File: src/rtl/lmc_mem_ctrl.sv
// LMC main memory with boot sequencer: a hardware clear sweep, then a streamed
// program load, then a terminal RUN phase serving the CPU with range checking.
module lmc_mem_ctrl #(
    parameter int DEPTH   = 100,
    parameter int DATA_W  = 11,
    parameter int ADDR_W  = 7,
    parameter int MAX_VAL = 999
) (
    input  logic              clk,
    input  logic              reset,
    input  logic [ADDR_W-1:0] cpu_addr,
    input  logic [DATA_W-1:0] cpu_wdata,
    input  logic              cpu_we,
    output logic [DATA_W-1:0] cpu_rdata,
    output logic              cpu_ready,
    output logic              cpu_err,
    input  logic              load_valid,
    input  logic [DATA_W-1:0] load_data,
    input  logic              load_last,
    input  logic              load_skip,
    output logic              load_ready,
    output logic [ADDR_W-1:0] load_count,
    output logic              load_err,
    output logic [1:0]        state
);

    typedef enum logic [1:0] {
        ST_CLEAR = 2'd0,
        ST_LOAD  = 2'd1,
        ST_RUN   = 2'd2
    } state_t;

    // DEPTH is compared one bit wider so that DEPTH == 2**ADDR_W still works.
    localparam logic [ADDR_W:0]   DEPTH_X   = (ADDR_W+1)'(DEPTH);
    localparam logic [ADDR_W-1:0] LAST_ADDR = ADDR_W'(DEPTH - 1);
    localparam logic [DATA_W-1:0] MAX_WORD  = DATA_W'(MAX_VAL);

    logic [DATA_W-1:0] mem [DEPTH];

    state_t            state_q, state_d;
    logic [ADDR_W-1:0] addr_q, addr_d;
    logic [ADDR_W-1:0] count_q, count_d;
    logic              load_err_q, load_err_d;
    logic              cpu_err_q, cpu_err_d;

    logic              mem_we;
    logic [ADDR_W-1:0] mem_waddr;
    logic [DATA_W-1:0] mem_wdata;

    logic cpu_addr_ok;
    logic cpu_data_ok;
    logic load_data_ok;

    assign cpu_addr_ok  = ({1'b0, cpu_addr} < DEPTH_X);
    assign cpu_data_ok  = (cpu_wdata <= MAX_WORD);
    assign load_data_ok = (load_data <= MAX_WORD);

    always_ff @(posedge clk or posedge reset) begin
        if (reset) begin
            state_q    <= ST_CLEAR;
            addr_q     <= '0;
            count_q    <= '0;
            load_err_q <= 1'b0;
            cpu_err_q  <= 1'b0;
        end else begin
            state_q    <= state_d;
            addr_q     <= addr_d;
            count_q    <= count_d;
            load_err_q <= load_err_d;
            cpu_err_q  <= cpu_err_d;
        end
    end

    // Single write port shared by the sweep, the loader and the CPU.
    always_comb begin
        state_d    = state_q;
        addr_d     = addr_q;
        count_d    = count_q;
        load_err_d = load_err_q;
        cpu_err_d  = 1'b0;
        mem_we     = 1'b0;
        mem_waddr  = addr_q;
        mem_wdata  = '0;

        case (state_q)
            ST_CLEAR: begin
                mem_we = 1'b1;
                if (addr_q == LAST_ADDR) begin
                    state_d = ST_LOAD;
                    addr_d  = '0;
                end else begin
                    addr_d = addr_q + 1'b1;
                end
            end

            ST_LOAD: begin
                if (load_valid) begin
                    mem_we = 1'b1;
                    if (load_data_ok) begin
                        mem_wdata = load_data;
                    end else begin
                        load_err_d = 1'b1;
                    end
                    if ({1'b0, count_q} < DEPTH_X) begin
                        count_d = count_q + 1'b1;
                    end
                    if (load_last || (addr_q == LAST_ADDR)) begin
                        state_d = ST_RUN;
                    end else begin
                        addr_d = addr_q + 1'b1;
                    end
                end
                if (load_skip) begin
                    state_d = ST_RUN;
                end
            end

            ST_RUN: begin
                if (cpu_we) begin
                    if (cpu_addr_ok && cpu_data_ok) begin
                        mem_we    = 1'b1;
                        mem_waddr = cpu_addr;
                        mem_wdata = cpu_wdata;
                    end else begin
                        cpu_err_d = 1'b1;
                    end
                end else if (!cpu_addr_ok) begin
                    cpu_err_d = 1'b1;
                end
            end

            default: begin
                state_d = ST_CLEAR;
                addr_d  = '0;
            end
        endcase
    end

    // Array is deliberately left out of reset; the sweep initialises it.
    always_ff @(posedge clk) begin
        if (mem_we) begin
            mem[mem_waddr] <= mem_wdata;
        end
    end

    assign cpu_rdata  = ((state_q == ST_RUN) && cpu_addr_ok) ? mem[cpu_addr] : '0;
    assign cpu_ready  = (state_q == ST_RUN);
    assign cpu_err    = cpu_err_q;
    assign load_ready = (state_q == ST_LOAD);
    assign load_count = count_q;
    assign load_err   = load_err_q;
    assign state      = state_q;

endmodule

File: config.mk
export PLATFORM = sky130hd
export DESIGN_NAME = lmc_mem_ctrl
export DESIGN_NICKNAME = d
export VERILOG_FILES = /design/src/rtl/lmc_mem_ctrl.sv
export SDC_FILE = /design/constraint.sdc
export NUM_CORES = 1
export LEC_CHECK = 0
export CORE_MARGIN = 3
export CORE_UTILIZATION = 56
export DETAILED_ROUTE_END_ITERATION = 12
export PLACE_DENSITY_LB_ADDON = 0.12
export REMOVE_ABC_BUFFERS = 1
export SYNTH_ARGS = -nofsm -noshare
export SYNTH_HDL_FRONTEND = slang
export SYNTH_SLANG_ARGS = --single-unit
File: constraint.sdc
create_clock -name clk -period 5.1 [get_ports clk]
set_input_delay 1.02 -clock clk [delete_from_list [all_inputs] [get_ports clk]]
set_output_delay 1.02 -clock clk [all_outputs]
set_load 0.02 [all_outputs]
After elaboration in Yosys (flattened, before gate mapping)
Memories as Yosys holds them, arrays and structs flattened.
Index checks and enable logic that the tools add are counted.
- register bits after elaboration: 18
- memory bits (writable): 1100
- input bits: 35
- memories kept: 1
- word-level logic and storage cells: 58
- bits in latches: 0
- output and inout port bits: 24
- bits in read-only memories: 0
- memories (name ; depth ; bits a word ; rd ports ; clocked after Yosys merged registers in ; write ports ; line ; source):
    mem ; 100 ; 11 ; 1 ; 0 ; 1 ; 38 ; logic [DATA_W-1:0] mem [DEPTH];
- reduce and logical (&&, ||, !) cells: 8
- $add $sub $neg: 2
- bitwise gates (word level): 2
- multipliers: 0
- divide/modulo/power cells: 0
- magnitude comparators: 4
- shifts and indexed selects: 0
- mux-type cells: 28
- eq/ne operators: 8
- operators with widths (operator ; number):
    11-bit two-way mux ; 5
    7-bit two-way mux ; 6
    11-bit by 10-bit <= comparator with 1-bit output, second input constant ; 2
    11-bit one-hot mux with 2 select lines ; 1
    7-bit one-hot mux with 3 select lines ; 1
    7-bit by 1-bit adder with 7-bit output, second input constant ; 2
    7-bit < comparator, second input constant ; 2
    1-bit two-way mux ; 9
    3-bit AND reduction ; 3
    2-bit two-way mux ; 4
    7-bit equality test, second input constant ; 1
    2-bit != test, second input constant ; 3
    2-bit one-hot mux with 3 select lines ; 1
    4-bit AND reduction ; 1
    3-bit by 2-bit != test with 1-bit output, second input constant ; 1
    3-bit != test, second input constant ; 1
    1-bit one-hot mux with 3 select lines ; 1
    2-bit by 1-bit equality test with 1-bit output, second input constant ; 1
    2-bit equality test, second input constant ; 1
    1-bit logical AND ; 2
    2-bit zero test ; 1
    1-bit inverter ; 2
    1-bit logical OR ; 1

Logic depth before layout (Yosys ltp)
Gate-level depths: netlist of run 1.
- depth in word-level cells: 7
- gate-level depth with buffers: 11
- gate-level depth less buffers: 8

Worst setup path after synthesis of run 1
Ideal clock, no wire load.
- path type: input port to flip-flop
- start point: input cpu_addr[4]
- end point: memory mem[0][8], data pin
- required time: 4.409 ns
- setup slack: -0.379 ns
- arrival time: 4.788 ns
- path buffers: 4
- cell stages on the path: 9
- setup time: 0.691 ns
- path through: o311ai_2 and2_1 buf_2 and3_1 buf_2 buf_4 buf_2 a22oi_1 nor2b_1
- longest elaborated chain between the ends: 5
- RTL lines (what ; line ; source):
    start: declaration ; 11 ; input logic [ADDR_W-1:0] cpu_addr,
    7-bit < comparator ; 54 ; assign cpu_addr_ok = ({1'b0, cpu_addr} < DEPTH_X);
    1-bit logical AND ; 120 ; if (cpu_addr_ok && cpu_data_ok) begin
    11-bit two-way mux ; 120 ;
    11-bit two-way mux ; 119 ; if (cpu_we) begin
    11-bit one-hot mux with 2 select lines ; 85 ; case (state_q)
    named net mem_wdata[8] ; 48 ; logic [DATA_W-1:0] mem_wdata;
    end: declaration ; 38 ;
The timed path passes the listed nets, and every way through them passes these cells.

Worst setup path in the final report of run 1
- start point: input cpu_addr[3]
- end point: output cpu_rdata[0]
- longest elaborated chain between the ends: 3
- elaborated cells between the ends (all ways): 4
- those cells by class: 1 x order compare; 1 x mux; 1 x reduce/logical; 1 x memory
- RTL lines (what ; line ; source):
    parallel branches: the longest is 2 deep, another holds memory 100 x 11 bit ; - ;
    11-bit two-way mux * ; 146 ; assign cpu_rdata = ((state_q == ST_RUN) && cpu_addr_ok) ? mem[cpu_addr] : '0;
    end: declaration ; 14 ; output logic [DATA_W-1:0] cpu_rdata,
Mark *: on every way between the ends.

==> results of run 1 <==
[timing repair]
item,in CTS,in global routing
endpoints found under the setup margin,3,5
cloned,0,1
resized for setup,4,3
[power breakdown]
| group | switching [uW] | internal (uW) |
|---|---|---|
| Clock | 3400 | 4590 |
| Combinational | 562 | 344 |
| Sequential | 0.496 | 10100 |
[flip-flops by register name, indices dropped and copies added, names as in the netlist]
name	cells
load_err	1
cpu_err	1
load_count	7
addr_q	7
mem	1100
state	2
[cell usage after synthesis (6+ instances only)]
| cell | n |
|---|---|
| edfxtp_1 | 1100 |
| mux2i_1 | 183 |
| mux4_2 | 164 |
| nor2_1 | 121 |
| a21oi_1 | 71 |
| nand2_1 | 56 |
| a22oi_1 | 53 |
| clkbuf_1 | 47 |
| buf_2 | 42 |
| nor3_1 | 36 |
| o221ai_1 | 35 |
| mux4_1 | 32 |
| a31oi_1 | 31 |
| nand3_1 | 31 |
| nor2b_1 | 30 |
| o21ai_0 | 22 |
| a221oi_1 | 19 |
| dfrtp_1 | 18 |
| buf_4 | 16 |
| nand2b_1 | 16 |
| mux2_2 | 14 |
| buf_8 | 13 |
| a211oi_1 | 12 |
| buf_6 | 12 |
| a22o_1 | 11 |
| or3_1 | 10 |
| nand4_1 | 9 |
| o22ai_1 | 9 |
| inv_1 | 8 |
| a21o_1 | 7 |
| xor2_1 | 7 |
| buf_1 | 6 |
| buf_12 | 6 |
| ha_1 | 6 |
[area by class of cell]
type	count	area, sq um
Fill cell	5299	26800
Tap cell	1050	1310
Clock inverter	75	696
Multi-Input combinational cell	1159	11000
Timing Repair Buffer	328	3060
Inverter	9	33.8
Clock buffer	133	2880
Sequential cell	1118	33500
[kinds of logic (layout without fill, tap and decap cells)]
logic type | count (synthesis) | in the layout | synth area share
DFF | 1118 | 1118 | 0.744
muxes | 393 | 393 | 0.145
and+or+nand+nor | 340 | 340 | 0.0363
AOI/OAI and AO/OA | 310 | 310 | 0.0487
buffers and inverters | 151 | 545 | 0.0225
xor gates and xnor gates | 10 | 10 | 0.00195
adders and majority gates | 6 | 6 | 0.00167
other | 1 | 100 | 0.0000833
[critical path, delay by kind of cell]
| kind | cells | cell delay (ns) |
|---|---|---|
| AO/OA/AOI/OAI | 5 | 1.13 |
| buffers and inverters | 5 | 1.64 |
| AND/OR/NAND/NOR | 1 | 0.23 |
[worst paths after layout]
path	from	endpoint	slack, ns	cells after the start
setup / recovery	cpu_addr[3]	cpu_rdata[0]	0.03	11
hold / removal	load_err$_DFFE_PP0P_	load_err$_DFFE_PP0P_	0.50	1
setup reg to reg	state[0]$_DFFE_PP0P_	mem[0][1]$_DFFE_PP_	1.47	8
hold reg to reg	load_err$_DFFE_PP0P_	load_err$_DFFE_PP0P_	0.50	1
max in group asynchronous	reset	cpu_err$_DFF_PP0_	3.75	2
min in group asynchronous	reset	load_count[4]$_DFFE_PP0P_	0.81	2
[per-stage QoR]
stage | utilization | setup TNS [ns] | power [uW]
6_report | 0.662 | 0 | 18900
5_1_grt | 0.662 | -0.0163 | 19500
4_1_cts | 0.662 | 0 | 19000
3_5_place_dp | 0.616 | -0.142 | 11100
3_3_place_gp | 0.616 | -0.154 | 11100
2_1_floorplan | - | -1271.16 | 10600
[routing by layer]
metal	share of wire	routed length (microns)
met2	0.47	53900
met4	0.048	5470
met3	0.088	10000
met1	0.39	44300
met5	0	0
==> metrics, run 1 <==
CP endpoint kind=output port; share of the synthesized area in the top cell type=0.734; largest net degree at the start of global routing=101; Slew Viols, Final=0; TritonCTS Buffers=111; grt met3 use=0.0442; dpl cells=3,663; global-route wire length before repair=166,000 microns; max incr delay on CP=0.59 ns; Synth Instances=2,329; CTS Sinks=1,118; Fmax achieved=197 MHz; ys flop type=edfxtp_1; initial antenna violation count=0; Non-Filler Cell Area, Final=52,500 sq um; final wirelength=114,000 microns; Cell Area, Synth=45,000 sq um; layout cells sized above 1=0.231; DP Wirelength=74,200 microns; CTS Buffer Depth=3; asr flop ratio synth=0.0161; CP Class=in2out; wire per inst=29.4 microns; Crit-path slowest cell=clkdlybuf4s50_1; core area=79,300 sq um; CTS tree=yes; slew of the pin with the lowest slew margin=1.31 ns; Buffers on Ports=58; number of remaining DRC errors=0; Die Wd=290 microns; htree depth=3; CP Launch Type=input port; Slew HR=0.123; final hold slack=0.500 ns; crit-path cells=buf_2 -> buf_4 -> and2_1 -> buf_4 -> a22o_1 -> a211oi_2 -> a211oi_1 -> a21oi_1 -> a21oi_1 -> buf_4 -> clkdlybuf4s50_1; vias in the first global route=24.5k; Seq/Total Area, Yosys=0.744; Area growth, synth to finish=16.6%; Row Count=103; CP Data Required Time=4.08 ns; Nets=2,768; io pins=59; Hold Fails Final Rpt=0; synth warn=0; crit share post-route=0.995; Placement Setup Slack=-0.0898 ns; most common cell after layout, fill and taps aside=edfxtp_1; post-route minimum period=5.07 ns; post-synthesis register bit count=1,118; critical path peak fanout=16; routed via count=24.4k; top post-synthesis cells by area=edfxtp_1 73%, mux4_2 8.2%, mux2i_1 4.1%; RSZ-0062 raised after global routing=true; antenna-violating nets left=0; syn avg cell area=19.3 sq um; initial core utilization=0.568; most used routing layer=met2; CTS root buf=clkbuf_16; commonest cells after routing, fill and taps aside=1,100 x edfxtp_1, 238 x buf_4, 183 x mux2i_1; PD cells=361 nW/um^2; hold buffers post-CTS=0; EDFF count, synth=1,100; Leak Pwr=0.0198 uW; Clock Pin Slew Worst Setup and Hold Paths=0.06 ns; All-Layer GR Usage=0.276; maxcap violations=0; GPL Wtd Cong=0.916; setup-violating endpoint count in the final report=0; number of diodes=0; placed instance area=48,800 sq um; Distinct cells, synth=67; Via density=6.30; Worst Skew=0.0227 ns; die area=83,800 sq um; grt met2 use=0.436; first drt pass iteration count=6; global routing usage on met1=0.387; clock latency at the later pin of the worst-skew pair=0.68 ns; worst hold path type=reg2reg; Layout Cells excl Fill=3,872; outcome=completed; WP data arrival=4.05 ns; cell repeated most along the worst path=buf_4; 1st-iter DRT viols=2,800; area leader, netlist=edfxtp_1; setup ws final=0.0274 ns; Max IR drop VDD=0.329 mV; Die Span Y=290 microns; Post-CTS Setup Inserts=0; gr ovfl total=0
Note: power is estimated with default switching activity, not from simulation.
==> inputs of run 2 (changes only) <==
PLACE_DENSITY = 0.77   (was default)
PLACE_DENSITY_LB_ADDON = default   (was 0.12)
==> run 2 against run 1 <==
Net effect:
- combinational power is 3.5% higher
- wire length is 4.5% higher
- cell count is 0.31% lower
- global-route usage is 1.1 points higher
- maximum frequency hardly changed
- worst setup slack worse by 0.0022 ns
- worst hold slack better by 0.019 ns
- design area hardly changed
- non-clock buffer count is 3 higher
- count of clock-buffer cells in the layout is 5 lower
- clock skew is 0.012 ns higher
- largest power group unchanged
==> metrics, run 2 (synthesized netlist as in run 1, its figures left out) <==
layout cells sized above 1=0.232 (was 0.231); Max IR drop VDD=0.346 mV (was 0.329 mV); Via density=6.51 (was 6.30); TritonCTS Buffers=104 (was 111); Worst Skew=0.0349 ns (was 0.0227 ns); number of remaining DRC errors=0 (unchanged); Hold Fails Final Rpt=0 (unchanged); Clock Pin Slew Worst Setup and Hold Paths=0.06 ns (about the same); WHS Endpoint=load_err$_DFFE_PP0P_ (unchanged); Row Count=103 (unchanged); DP Wirelength=75,000 microns (was 74,200 microns); Largest register FFs=1,100 (unchanged); CTS Buffer Depth=3 (unchanged); global-route wire length before repair=173,000 microns (was 166,000 microns); antenna-violating nets left=0 (unchanged); dpl cells=3,662 (was 3,663); outcome=completed (unchanged); 1st-iter DRT viols=3,508 (was 2,800); maxcap violations=0 (unchanged); vias in the first global route=25.0k (was 24.5k); critical path peak fanout=18 (was 16); Biggest register=mem (unchanged); largest net degree at the start of global routing=101 (unchanged); initial antenna violation count=1 (was 0); setup-violating endpoint count in the final report=0 (unchanged); CP Class=in2out (unchanged); CTS tree=yes (unchanged); multi-input logic area=11,100 sq um (was 11,000 sq um); io pins=59 (unchanged); Reg2Reg Depth=8 (unchanged); worst hold path type=reg2reg (unchanged); worst r2r src=state[1]$_DFFE_PP0P_ (was state[0]$_DFFE_PP0P_); Fmax achieved=197 MHz (about the same); initial core utilization=0.568 (unchanged); slew of the pin with the lowest slew margin=1.33 ns (was 1.31 ns); number of diodes=0 (unchanged); Reg-to-Reg End=mem[53][4]$_DFFE_PP_ (was mem[0][1]$_DFFE_PP_); Die Span Y=290 microns (unchanged); CP Data Required Time=4.08 ns (about the same); setup ws final=0.0252 ns (was 0.0274 ns); final hold slack=0.519 ns (was 0.500 ns); Nets=2,764 (was 2,768); wire per inst=30.8 microns (was 29.4 microns); Crit-path slowest cell=clkdlybuf4s50_1 (unchanged); clock latency at the later pin of the worst-skew pair=0.69 ns (was 0.68 ns); Area growth, synth to finish=16.5% (was 16.6%); crit share post-route=0.995 (about the same); hold path start=load_err$_DFFE_PP0P_ (unchanged); post-route minimum period=5.07 ns (about the same); CP Launch Type=input port (unchanged); core area=79,300 sq um (unchanged); max incr delay on CP=0.61 ns (was 0.59 ns); htree depth=3 (unchanged); GPL Wtd Cong=0.931 (was 0.916); Slew Viols, Final=0 (unchanged); Placement Setup Slack=-0.236 ns (was -0.0898 ns); All-Layer GR Usage=0.287 (was 0.276); hold buffers post-CTS=0 (unchanged); Buffers on Ports=58 (unchanged); first drt pass iteration count=5 (was 6); fillers=4,989 (was 5,299); cell repeated most along the worst path=buf_4 (unchanged); Min-Delay Path Depth=1 (unchanged); final wirelength=119,000 microns (was 114,000 microns); CP endpoint kind=output port (unchanged); die area=83,800 sq um (unchanged); Slew HR=0.108 (was 0.123); Reg area=33,500 sq um (unchanged); commonest cells after routing, fill and taps aside=1,100 x edfxtp_1, 236 x buf_4, 182 x mux2i_1 (was 1,100 x edfxtp_1, 238 x buf_4, 183 x mux2i_1); CTS Sinks=1,118 (unchanged); routed via count=25.1k (was 24.4k); Die Wd=290 microns (unchanged); Leak Pwr=0.0198 uW (about the same); Layout Cells excl Fill=3,860 (was 3,872); crit-path cells=buf_4 -> buf_12 -> or3b_1 -> buf_4 -> o221ai_1 -> a21oi_1 -> a21oi_1 -> o21ai_0 -> buf_4 -> a31oi_1 -> buf_4 -> clkdlybuf4s50_1 (was buf_2 -> buf_4 -> and2_1 -> buf_4 -> a22o_1 -> a211oi_2 -> a211oi_1 -> a21oi_1 -> a21oi_1 -> buf_4 -> clkdlybuf4s50_1); WP data arrival=4.05 ns (about the same); R2R setup slack=1.54 ns (was 1.47 ns); CTS root buf=clkbuf_16 (unchanged); most common cell after layout, fill and taps aside=edfxtp_1 (unchanged); Pwr Total=18,600 uW (was 18,900 uW); gr ovfl total=0 (unchanged); PD cells=354 nW/um^2 (was 361 nW/um^2)
run 2: cell types whose count changed in the layout (fill, tap and decap cells not counted), sizes merged:
| cell | previous run | this run |
|---|---|---|
| clkbuf | 135 | 131 |
| bufinv | 11 | 9 |
| buf | 276 | 275 |
| clkinvlp | 7 | 4 |
| dlymetal6s2s | 0 | 3 |
| inv | 13 | 10 |
| clkinv | 53 | 51 |
run 2: through the flow:
step / util / setup TNS [ns] / instance area [sq um]
3_5_place_dp: 0.617 / -0.973 / 48900
4_1_cts: 0.660 / -0.00745 / 52300
2_1_floorplan: - / -1271.16 / 44400
6_report: 0.662 / 0 / 52500
3_3_place_gp: 0.616 / -0.802 / 48900
5_1_grt: 0.662 / -0.0375 / 52500
run 2: routing by layer:
layer | share of wire | GRT usage
met1 | 0.38 | 0.413
met2 | 0.47 | 0.445
met3 | 0.12 | 0.0653
met4 | 0.034 | 0.0920
met5 | 0.000093 | 0
run 2: how the worst max path moves through the flow:
stage,endpoint,from,slack (ns),cells past startpoint
floorplan,mem[0][0]$_DFFE_PP_,cpu_addr[4],-1.27,5
global placement,cpu_rdata[0],cpu_addr[0],-0.22,12
detailed placement,cpu_rdata[1],cpu_addr[0],-0.24,13
CTS,cpu_rdata[5],cpu_addr[0],-0.007,12
global route,cpu_rdata[5],cpu_addr[0],-0.03,12
finish,cpu_rdata[1],cpu_addr[2],0.03,12
run 2: timing repair:
action / 4_1_cts / 5_1_grt
endpoints found under the hold margin: 0 / 0
pin swaps: 0 / 2
cloned: 0 / 2
endpoints found under the setup margin: 7 / 8
setup buffers: 0 / 3
resized for setup: 13 / 21
run 2: area by class of cell:
| type | instances | share of cell area |
|---|---|---|
| clock buffer | 128 | 0.0517 |
| tap | 1050 | 0.0250 |
| inverter | 9 | 0.000716 |
| multi-input combinational | 1159 | 0.212 |
| timing repair buffer | 331 | 0.0600 |
| clock inverter | 65 | 0.0121 |
| sequential | 1118 | 0.638 |
run 2: critical path, delay by kind of cell:
kind	cells	cell delay, ns
compound gates	5	1.03
buf+inv	6	1.59
simple gates	1	0.37
run 2: power breakdown:
group	leakage [uW]	switching, uW	total, uW	internal (uW)
Combinational	0.00584	584	938	354
Sequential	0.0123	0.784	10100	10000
Clock	0.00163	3340	7600	4260
